--- config.mk ---
export PLATFORM = sky130hd
export DESIGN_NAME = bitmap_bbox_scan_flat
export DESIGN_NICKNAME = d
export VERILOG_FILES = /design/src/rtl/bitmap_bbox_scan_if.sv /design/src/rtl/bitmap_bbox_scan.sv /design/src/flat_wrapper.sv
export SDC_FILE = /design/constraint.sdc
export NUM_CORES = 2
export LEC_CHECK = 0
export ABC_AREA = 1
export ABC_CLOCK_PERIOD_IN_PS = 15200
export BUFFER_PORTS_ARGS = -buffer_cell sky130_fd_sc_hd__buf_2
export CORE_AREA = 5 5 607 609
export CTS_BUF_LIST = sky130_fd_sc_hd__clkbuf_4
export CTS_CLUSTER_SIZE = 40
export DETAILED_ROUTE_END_ITERATION = 6
export DIE_AREA = 0 0 612 614
export GPL_TIMING_DRIVEN = 0
export PLACE_DENSITY = 0.41
export SYNTH_ARGS = -nofsm -noshare
export SYNTH_HDL_FRONTEND = slang
export SYNTH_SLANG_ARGS = --single-unit
--- constraint.sdc ---
create_clock -name clk -period 15.2 [get_ports clk]
set_input_delay 3.04 -clock clk [delete_from_list [all_inputs] [get_ports clk]]
set_output_delay 3.04 -clock clk [all_outputs]
set_load 0.1 [all_outputs]
--- src/rtl/bitmap_bbox_scan_if.sv ---
// ---------------------------------------------------------------------------
// bitmap_bbox_scan_if
//   Bundles the request and result signals of bitmap_bbox_scan.
//
//   Handshake: a request is accepted on the rising edge where start=1 and
//   busy=0 (the scanner is idle). start while busy=1 is dropped and never
//   queued. bitmap/min_px only have to be stable on the accepting edge.
//   The results are valid from the cycle where done=1 (a single-cycle
//   pulse). They then hold until the next scan completes.
//
//   Signals:
//     start      request a scan (master -> slave)
//     bitmap     ROWS*COLS bits; row r = bitmap[r*COLS +: COLS], row 0 at
//                the bottom, column 0 (left) = bit COLS-1 of each row
//     min_px     occupancy threshold (a value of 0 is treated as 1)
//     busy       scan in progress
//     done       one-cycle result-valid pulse
//     bottom_gap / top_gap   unoccupied rows at the bottom / top
//     left_gap / right_gap   empty columns at the left / right
//     empty      no occupied row
//     dbg_state  current scanner state, for observation only
// ---------------------------------------------------------------------------
interface bitmap_bbox_scan_if #(
  parameter int ROWS  = 64,
  parameter int COLS  = 24,
  parameter int ROW_W = $clog2(ROWS + 1),
  parameter int COL_W = $clog2(COLS + 1)
);
  logic                   start;
  logic [ROWS*COLS-1:0]   bitmap;
  logic [COL_W-1:0]       min_px;
  logic                   busy;
  logic                   done;
  logic [ROW_W-1:0]       bottom_gap;
  logic [ROW_W-1:0]       top_gap;
  logic [COL_W-1:0]       left_gap;
  logic [COL_W-1:0]       right_gap;
  logic                   empty;
  logic [1:0]             dbg_state;

  modport master (
    output start, bitmap, min_px,
    input  busy, done, bottom_gap, top_gap, left_gap, right_gap, empty,
           dbg_state
  );

  modport slave (
    input  start, bitmap, min_px,
    output busy, done, bottom_gap, top_gap, left_gap, right_gap, empty,
           dbg_state
  );
endinterface

--- src/rtl/bitmap_bbox_scan.sv ---
// ---------------------------------------------------------------------------
// bitmap_bbox_scan
//   Scans a ROWS x COLS glyph bitmap LANES rows per clock and reports the
//   empty margins on all four sides plus an all-empty flag. A row takes
//   part only if its set-pixel count reaches max(min_px,1), which keeps
//   sparse noise rows out of the bounding box.
//
//   Ports:
//     clk    rising-edge clock
//     rst_n  asynchronous active-low reset; aborts a scan without a done
//     bus    bitmap_bbox_scan_if.slave (start/bitmap/min_px in,
//            busy/done/gap results/empty/dbg_state out)
//
//   Timing: start is accepted on edge E0. Groups 0..N-1 (N = ROWS/LANES)
//   are consumed on edges E0+1..E0+N. The results are registered and done
//   pulses on edge E0+N+1.
// ---------------------------------------------------------------------------
module bitmap_bbox_scan #(
  parameter int ROWS  = 64,
  parameter int COLS  = 24,
  parameter int LANES = 1,
  parameter int ROW_W = $clog2(ROWS + 1),
  parameter int COL_W = $clog2(COLS + 1)
) (
  input  logic              clk,
  input  logic              rst_n,
  bitmap_bbox_scan_if.slave bus
);

  localparam int NGRP  = ROWS / LANES;
  localparam int GRP_W = (NGRP > 1) ? $clog2(NGRP) : 1;
  localparam int IDX_W = (ROWS > 1) ? $clog2(ROWS) : 1;

  localparam logic [1:0] ST_IDLE   = 2'd0;
  localparam logic [1:0] ST_SCAN   = 2'd1;
  localparam logic [1:0] ST_FINISH = 2'd2;

  // Control
  logic [1:0]       state_q, state_d;
  logic [GRP_W-1:0] grp_q, grp_d;
  logic             busy_q, busy_d;
  logic             done_q, done_d;

  // Latched request
  logic [COLS-1:0]  rows_q [ROWS];
  logic [COLS-1:0]  rows_d [ROWS];
  logic [COL_W-1:0] thr_q, thr_d;

  // Accumulators
  logic             found_q, found_d;
  logic [ROW_W-1:0] first_q, first_d;
  logic [ROW_W-1:0] last_q, last_d;
  logic [COLS-1:0]  col_or_q, col_or_d;

  // Results
  logic [ROW_W-1:0] bottom_q, bottom_d;
  logic [ROW_W-1:0] top_q, top_d;
  logic [COL_W-1:0] left_q, left_d;
  logic [COL_W-1:0] right_q, right_d;
  logic             empty_q, empty_d;

  // Leading/trailing zero counts of the accumulated column OR.
  logic [COL_W-1:0] lz, tz;

  always_comb begin
    logic hit_l;
    logic hit_t;
    lz    = COL_W'(COLS);
    tz    = COL_W'(COLS);
    hit_l = 1'b0;
    hit_t = 1'b0;
    for (int i = 0; i < COLS; i++) begin
      if (!hit_l && col_or_q[COLS-1-i]) begin
        lz    = COL_W'(i);
        hit_l = 1'b1;
      end
      if (!hit_t && col_or_q[i]) begin
        tz    = COL_W'(i);
        hit_t = 1'b1;
      end
    end
  end

  always_comb begin
    logic [ROW_W-1:0] r_idx;
    logic [COLS-1:0]  row_v;
    logic [COL_W-1:0] pop;

    state_d  = state_q;
    grp_d    = grp_q;
    busy_d   = busy_q;
    done_d   = 1'b0;
    rows_d   = rows_q;
    thr_d    = thr_q;
    found_d  = found_q;
    first_d  = first_q;
    last_d   = last_q;
    col_or_d = col_or_q;
    bottom_d = bottom_q;
    top_d    = top_q;
    left_d   = left_q;
    right_d  = right_q;
    empty_d  = empty_q;
    r_idx    = '0;
    row_v    = '0;
    pop      = '0;

    case (state_q)
      ST_IDLE: begin
        if (bus.start) begin
          state_d = ST_SCAN;
          busy_d  = 1'b1;
          grp_d   = '0;
          for (int r = 0; r < ROWS; r++) begin
            rows_d[r] = bus.bitmap[r*COLS +: COLS];
          end
          // A threshold of 0 would mark blank rows occupied; clamp to 1.
          thr_d    = (bus.min_px == '0) ? COL_W'(1) : bus.min_px;
          found_d  = 1'b0;
          first_d  = '0;
          last_d   = '0;
          col_or_d = '0;
        end
      end

      ST_SCAN: begin
        // Lanes are walked in ascending row order so that first_d picks
        // the lowest occupied row and last_d the highest one in the group.
        for (int l = 0; l < LANES; l++) begin
          r_idx = ROW_W'(grp_q) * ROW_W'(LANES) + ROW_W'(l);
          row_v = rows_q[r_idx[IDX_W-1:0]];
          pop   = '0;
          for (int c = 0; c < COLS; c++) begin
            pop = pop + COL_W'(row_v[c]);
          end
          if (pop >= thr_q) begin
            if (!found_d) begin
              first_d = r_idx;
            end
            found_d  = 1'b1;
            last_d   = r_idx;
            col_or_d = col_or_d | row_v;
          end
        end
        if (grp_q == GRP_W'(NGRP - 1)) begin
          state_d = ST_FINISH;
        end else begin
          grp_d = grp_q + GRP_W'(1);
        end
      end

      ST_FINISH: begin
        state_d = ST_IDLE;
        busy_d  = 1'b0;
        done_d  = 1'b1;
        if (found_q) begin
          bottom_d = first_q;
          top_d    = ROW_W'(ROWS - 1) - last_q;
          left_d   = lz;
          right_d  = tz;
          empty_d  = 1'b0;
        end else begin
          bottom_d = ROW_W'(ROWS);
          top_d    = ROW_W'(ROWS);
          left_d   = COL_W'(COLS);
          right_d  = COL_W'(COLS);
          empty_d  = 1'b1;
        end
      end

      default: begin
        state_d = ST_IDLE;
        busy_d  = 1'b0;
      end
    endcase
  end

  always_ff @(posedge clk or negedge rst_n) begin
    if (!rst_n) begin
      state_q  <= ST_IDLE;
      grp_q    <= '0;
      busy_q   <= 1'b0;
      done_q   <= 1'b0;
      rows_q   <= '{default: '0};
      thr_q    <= '0;
      found_q  <= 1'b0;
      first_q  <= '0;
      last_q   <= '0;
      col_or_q <= '0;
      bottom_q <= '0;
      top_q    <= '0;
      left_q   <= '0;
      right_q  <= '0;
      empty_q  <= 1'b0;
    end else begin
      state_q  <= state_d;
      grp_q    <= grp_d;
      busy_q   <= busy_d;
      done_q   <= done_d;
      rows_q   <= rows_d;
      thr_q    <= thr_d;
      found_q  <= found_d;
      first_q  <= first_d;
      last_q   <= last_d;
      col_or_q <= col_or_d;
      bottom_q <= bottom_d;
      top_q    <= top_d;
      left_q   <= left_d;
      right_q  <= right_d;
      empty_q  <= empty_d;
    end
  end

  assign bus.busy       = busy_q;
  assign bus.done       = done_q;
  assign bus.bottom_gap = bottom_q;
  assign bus.top_gap    = top_q;
  assign bus.left_gap   = left_q;
  assign bus.right_gap  = right_q;
  assign bus.empty      = empty_q;
  assign bus.dbg_state  = state_q;

endmodule

--- src/flat_wrapper.sv ---
// flat-port wrapper written by rule: the top's interface ports become plain ports
module bitmap_bbox_scan_flat 
#(
  parameter int ROWS  = 64,
  parameter int COLS  = 24,
  parameter int LANES = 1,
  parameter int ROW_W = $clog2(ROWS + 1),
  parameter int COL_W = $clog2(COLS + 1)
)
  (clk, rst_n, bus_start, bus_bitmap, bus_min_px, bus_busy, bus_done, bus_bottom_gap, bus_top_gap, bus_left_gap, bus_right_gap, bus_empty, bus_dbg_state);
  bitmap_bbox_scan_if #(.ROWS(ROWS), .COLS(COLS), .ROW_W(ROW_W), .COL_W(COL_W)) bus_i ();
  input  logic clk;
  input  logic rst_n;
  input wire logic [$bits(bus_i.start)-1:0] bus_start;
  input wire logic [$bits(bus_i.bitmap)-1:0] bus_bitmap;
  input wire logic [$bits(bus_i.min_px)-1:0] bus_min_px;
  output wire logic [$bits(bus_i.busy)-1:0] bus_busy;
  output wire logic [$bits(bus_i.done)-1:0] bus_done;
  output wire logic [$bits(bus_i.bottom_gap)-1:0] bus_bottom_gap;
  output wire logic [$bits(bus_i.top_gap)-1:0] bus_top_gap;
  output wire logic [$bits(bus_i.left_gap)-1:0] bus_left_gap;
  output wire logic [$bits(bus_i.right_gap)-1:0] bus_right_gap;
  output wire logic [$bits(bus_i.empty)-1:0] bus_empty;
  output wire logic [$bits(bus_i.dbg_state)-1:0] bus_dbg_state;
  assign bus_i.start = bus_start;
  assign bus_i.bitmap = bus_bitmap;
  assign bus_i.min_px = bus_min_px;
  assign bus_busy = bus_i.busy;
  assign bus_done = bus_i.done;
  assign bus_bottom_gap = bus_i.bottom_gap;
  assign bus_top_gap = bus_i.top_gap;
  assign bus_left_gap = bus_i.left_gap;
  assign bus_right_gap = bus_i.right_gap;
  assign bus_empty = bus_i.empty;
  assign bus_dbg_state = bus_i.dbg_state;
  bitmap_bbox_scan #(.ROWS(ROWS), .COLS(COLS), .LANES(LANES), .ROW_W(ROW_W), .COL_W(COL_W)) u_core (.clk(clk), .rst_n(rst_n), .bus(bus_i));
endmodule
==> qor.yml <==
violations: "capacitance limit, slew limit"
hold_viol: 0
yosysWarnings: 0
arrival_ns: 12.52
grt_pass1_vias: 83400
wl_per_cell_um: 43.0
core_um2: 362000
r2r_slack_ns: 4.08
dpl-instance-area_um2: 89800
drv_cap: 18
synthArstFlopShare_pct: 100
rows: 221
required_ns: 16.60
clock_skew_ns: 0.146
powerDensity_nw_per_um2: 350
setup_slack_ns: 4.08
place.gp.congestion: 1.00
timing.fmax_ghz: 0.0899
fp.dieH_um: 614
dr.pass1.iters: 6
fin_crit_sh_pct: 73.2
grt_max_degree: 145
vias_per_cell: 5.26
slowest_stage: "o221ai_1"
relSlewSlack_pct: -11.9
leakage_uw: 0.0494
synth-edff-count: 0
critPathLaunchType: "flip-flop"
post_cts_resized: 0
synth_seq_area_share_pct: 54.2
ctsHoldBuffers: 0
fin_crit_ns: 11.12
die_w_um: 612
cts_tree: "built"
holdWs_ns: 0.457
die_area_um2: 376000
drt-total-wl_um: 733000
outcome: "complete, but fails checks"
antenna_found_initial: 244
synth_cell_types: 48
r2r_cells: 29
tns_ns: 0
synthFlopType: "dfrtp_1"
io_pins: 1573
via_count: 89600
clk_pin_slew_ns: 0.07
worstPathMaxFanout: 10
crit_top_cell: "fa_1"
min_path_cells: 1
whs_endpoint: "u_core.bus.top_gap[4]$_DFFE_PN0P_"
htree_levels: 5
ys_ff_latch: 1611
finalSetupViolations: 0
insertion_delay_ns: 1.62
end_kind: "flip-flop"
hpwl_um: 582000
syn_inst: 9663
drc: 0
initial_core_util_pct: 20.6
ant_nets: 0
slowest_delay_ns: 1.01
clock_sinks: 1611
grt_util_all_layers_pct: 37.4
hold_class: "reg2reg"
slew_viol_final: 184
grt_first_pass_wirelength_um: 900000
hp-start: "u_core.last_q[4]$_DFFE_PN0P_"
place_ws_ns: 4.83
r2r-end: "u_core.first_q[0]$_DFFE_PN0P_"
drtIter0Drc: 13500
post_cts.repair.setup_buffers: 0
rsz0062_at_grt: "false"
crit_type: "reg2reg"
clk_path_buf_depth: 4
syn_nets: 11200
postLayoutCellArea_um2: 96100
n_fill_cell: 41000
cts_buffers: 472
syn_area_um2: 74400
synth.avg_cell_area_um2: 7.70
worstReg2RegStart: "u_core.grp_q[0]$_DFFE_PN0P_"
overflow: 0
portBuffers: 1572
ir_drop_uv: 877
syn2layout_area_growth_pct: 29.1
tightestPinTransition_ns: 1.68
cts-root-buf: "clkbuf_4"
layout-drive-gt1-share_pct: 21.6
final_nets: 13300
==> cells in the mapped netlist (2+ instances only) <==
master | count | share of area (%)
nand2_1 | 4926 | 25
a21oi_1 | 60 | 0.40
nand2_2 | 2 | 0.017
nand3_1 | 118 | 0.79
nor3_1 | 9 | 0.061
nand4_1 | 84 | 0.71
buf_4 | 11 | 0.11
o2111ai_1 | 4 | 0.047
o21ai_1 | 7 | 0.047
o22ai_1 | 227 | 1.9
fa_1 | 17 | 0.46
o21ai_0 | 777 | 5.2
a32o_1 | 14 | 0.19
inv_2 | 14 | 0.071
nor2_4 | 4 | 0.061
nand4_2 | 2 | 0.034
nor4_1 | 3 | 0.025
buf_1 | 36 | 0.18
or2_2 | 2 | 0.017
buf_2 | 88 | 0.59
dfrtp_1 | 1611 | 54
clkinv_1 | 3 | 0.015
o211ai_1 | 40 | 0.40
o311ai_1 | 5 | 0.059
a31oi_1 | 11 | 0.093
a22oi_1 | 7 | 0.071
inv_1 | 71 | 0.36
a221oi_1 | 3 | 0.035
clkbuf_1 | 539 | 2.7
o21a_1 | 3 | 0.030
nor2_2 | 5 | 0.042
ha_1 | 13 | 0.22
nor2_1 | 778 | 3.9
buf_6 | 2 | 0.030
o221ai_1 | 154 | 1.8
==> worst max-delay path, delay by kind of cell (launching register included) <==
kind | cells | cell delay, ns
flip-flops | 1 | 0.51
buffers and inverters | 7 | 2.34
adder cells (fa/ha/maj) | 8 | 3.94
AO/OA/AOI/OAI | 7 | 2.23
AND/OR/NAND/NOR | 7 | 1.87
==> per-stage QoR <==
| step | power [uW] | instances | util [%] |
|---|---|---|---|
| finish | 33600 | 17100 | 26.6 |
| CTS | 32600 | 16900 | 26.5 |
| detailed placement | 28100 | 16100 | 24.8 |
| global route | 34400 | 16900 | 26.5 |
| global placement | 27900 | 16000 | 24.4 |
| floorplan | 18000 | 9663 | - |
==> metal layers <==
layer  track usage [%]  up-vias  share of wire, %  wire length (um)
met4              29.1       78               9.2             67200
li1                  -    35600                 -                 -
met5                 0        -             0.067               492
met3              11.4     1891                11             77200
met2              52.8     7093                41            299000
met1              47.3    45000                39            289000
==> cells by family after synthesis <==
| logic type | after synthesis | share of synthesized area, % |
|---|---|---|
| adders and majority gates | 30 | 0.676 |
| buffers and inverters | 764 | 4.08 |
| AOI/OAI and AO/OA | 1317 | 10.4 |
| xor gates and xnor gates | 2 | 0.0236 |
| and+or+nand+nor | 5939 | 30.6 |
| DFF | 1611 | 54.2 |
==> cell type report <==
type	count	area, um2	area share (%)
well taps	4794	6000	6.24
clock inverters	127	651	0.677
clock buffers	693	5200	5.42
repair buffers	1630	9310	9.69
plain buffers	676	2850	2.97
multi-input cells	7288	31000	32.3
inverters	88	330	0.344
flip-flops and latches	1611	40300	42.0
diodes	143	358	0.373
==> layout by cell type (no fill, tap or decap), drive strengths merged, types with 119 or more instances in the layout <==
cell,synthesis,final
buf,137,1767
o22ai,227,227
nor2,787,787
nand3,119,119
o221ai,154,154
dfrtp,1611,1611
nand2,4928,4928
o21ai,784,784
diode,0,143
clkbuf,539,1232
==> power by group <==
group | internal, uW | switching, uW | leakage [uW] | total (uW)
sequential | 6310 | 1690 | 0.0200 | 8000
clock | 2110 | 2270 | 0.00351 | 4380
combinational | 5410 | 15800 | 0.0259 | 21200
==> sequential cells by signal, indices dropped and copies added, names as in the netlist <==
register	flops
u_core.bus.bottom_gap	6
u_core.bus.busy	1
u_core.bus.dbg_state	2
u_core.bus.done	1
u_core.bus.empty	1
u_core.bus.left_gap	5
u_core.bus.right_gap	5
u_core.bus.top_gap	6
u_core.col_or_q	24
u_core.first_q	6
u_core.found_q	1
u_core.grp_q	6
u_core.last_q	6
u_core.rows_q	1536
u_core.thr_q	5
==> worst max path at each step <==
stage                                      from                               to  slack (ns)  cells after the start
finish              u_core.grp_q[0]$_DFFE_PN0P_    u_core.first_q[0]$_DFFE_PN0P_        4.08                     29
floorplan           u_core.grp_q[0]$_DFFE_PN0P_    u_core.first_q[1]$_DFFE_PN0P_        8.09                     30
CTS                 u_core.grp_q[0]$_DFFE_PN0P_  u_core.col_or_q[13]$_DFFE_PN0P_        4.77                     28
global route        u_core.grp_q[0]$_DFFE_PN0P_    u_core.first_q[2]$_DFFE_PN0P_        4.14                     30
global placement                          rst_n  u_core.rows_q[1168]$_DFFE_PN0P_      -29.87                      1
detailed placement  u_core.grp_q[0]$_DFFE_PN0P_    u_core.first_q[1]$_DFFE_PN0P_        4.83                     29
(Power assumes the default switching activity.)
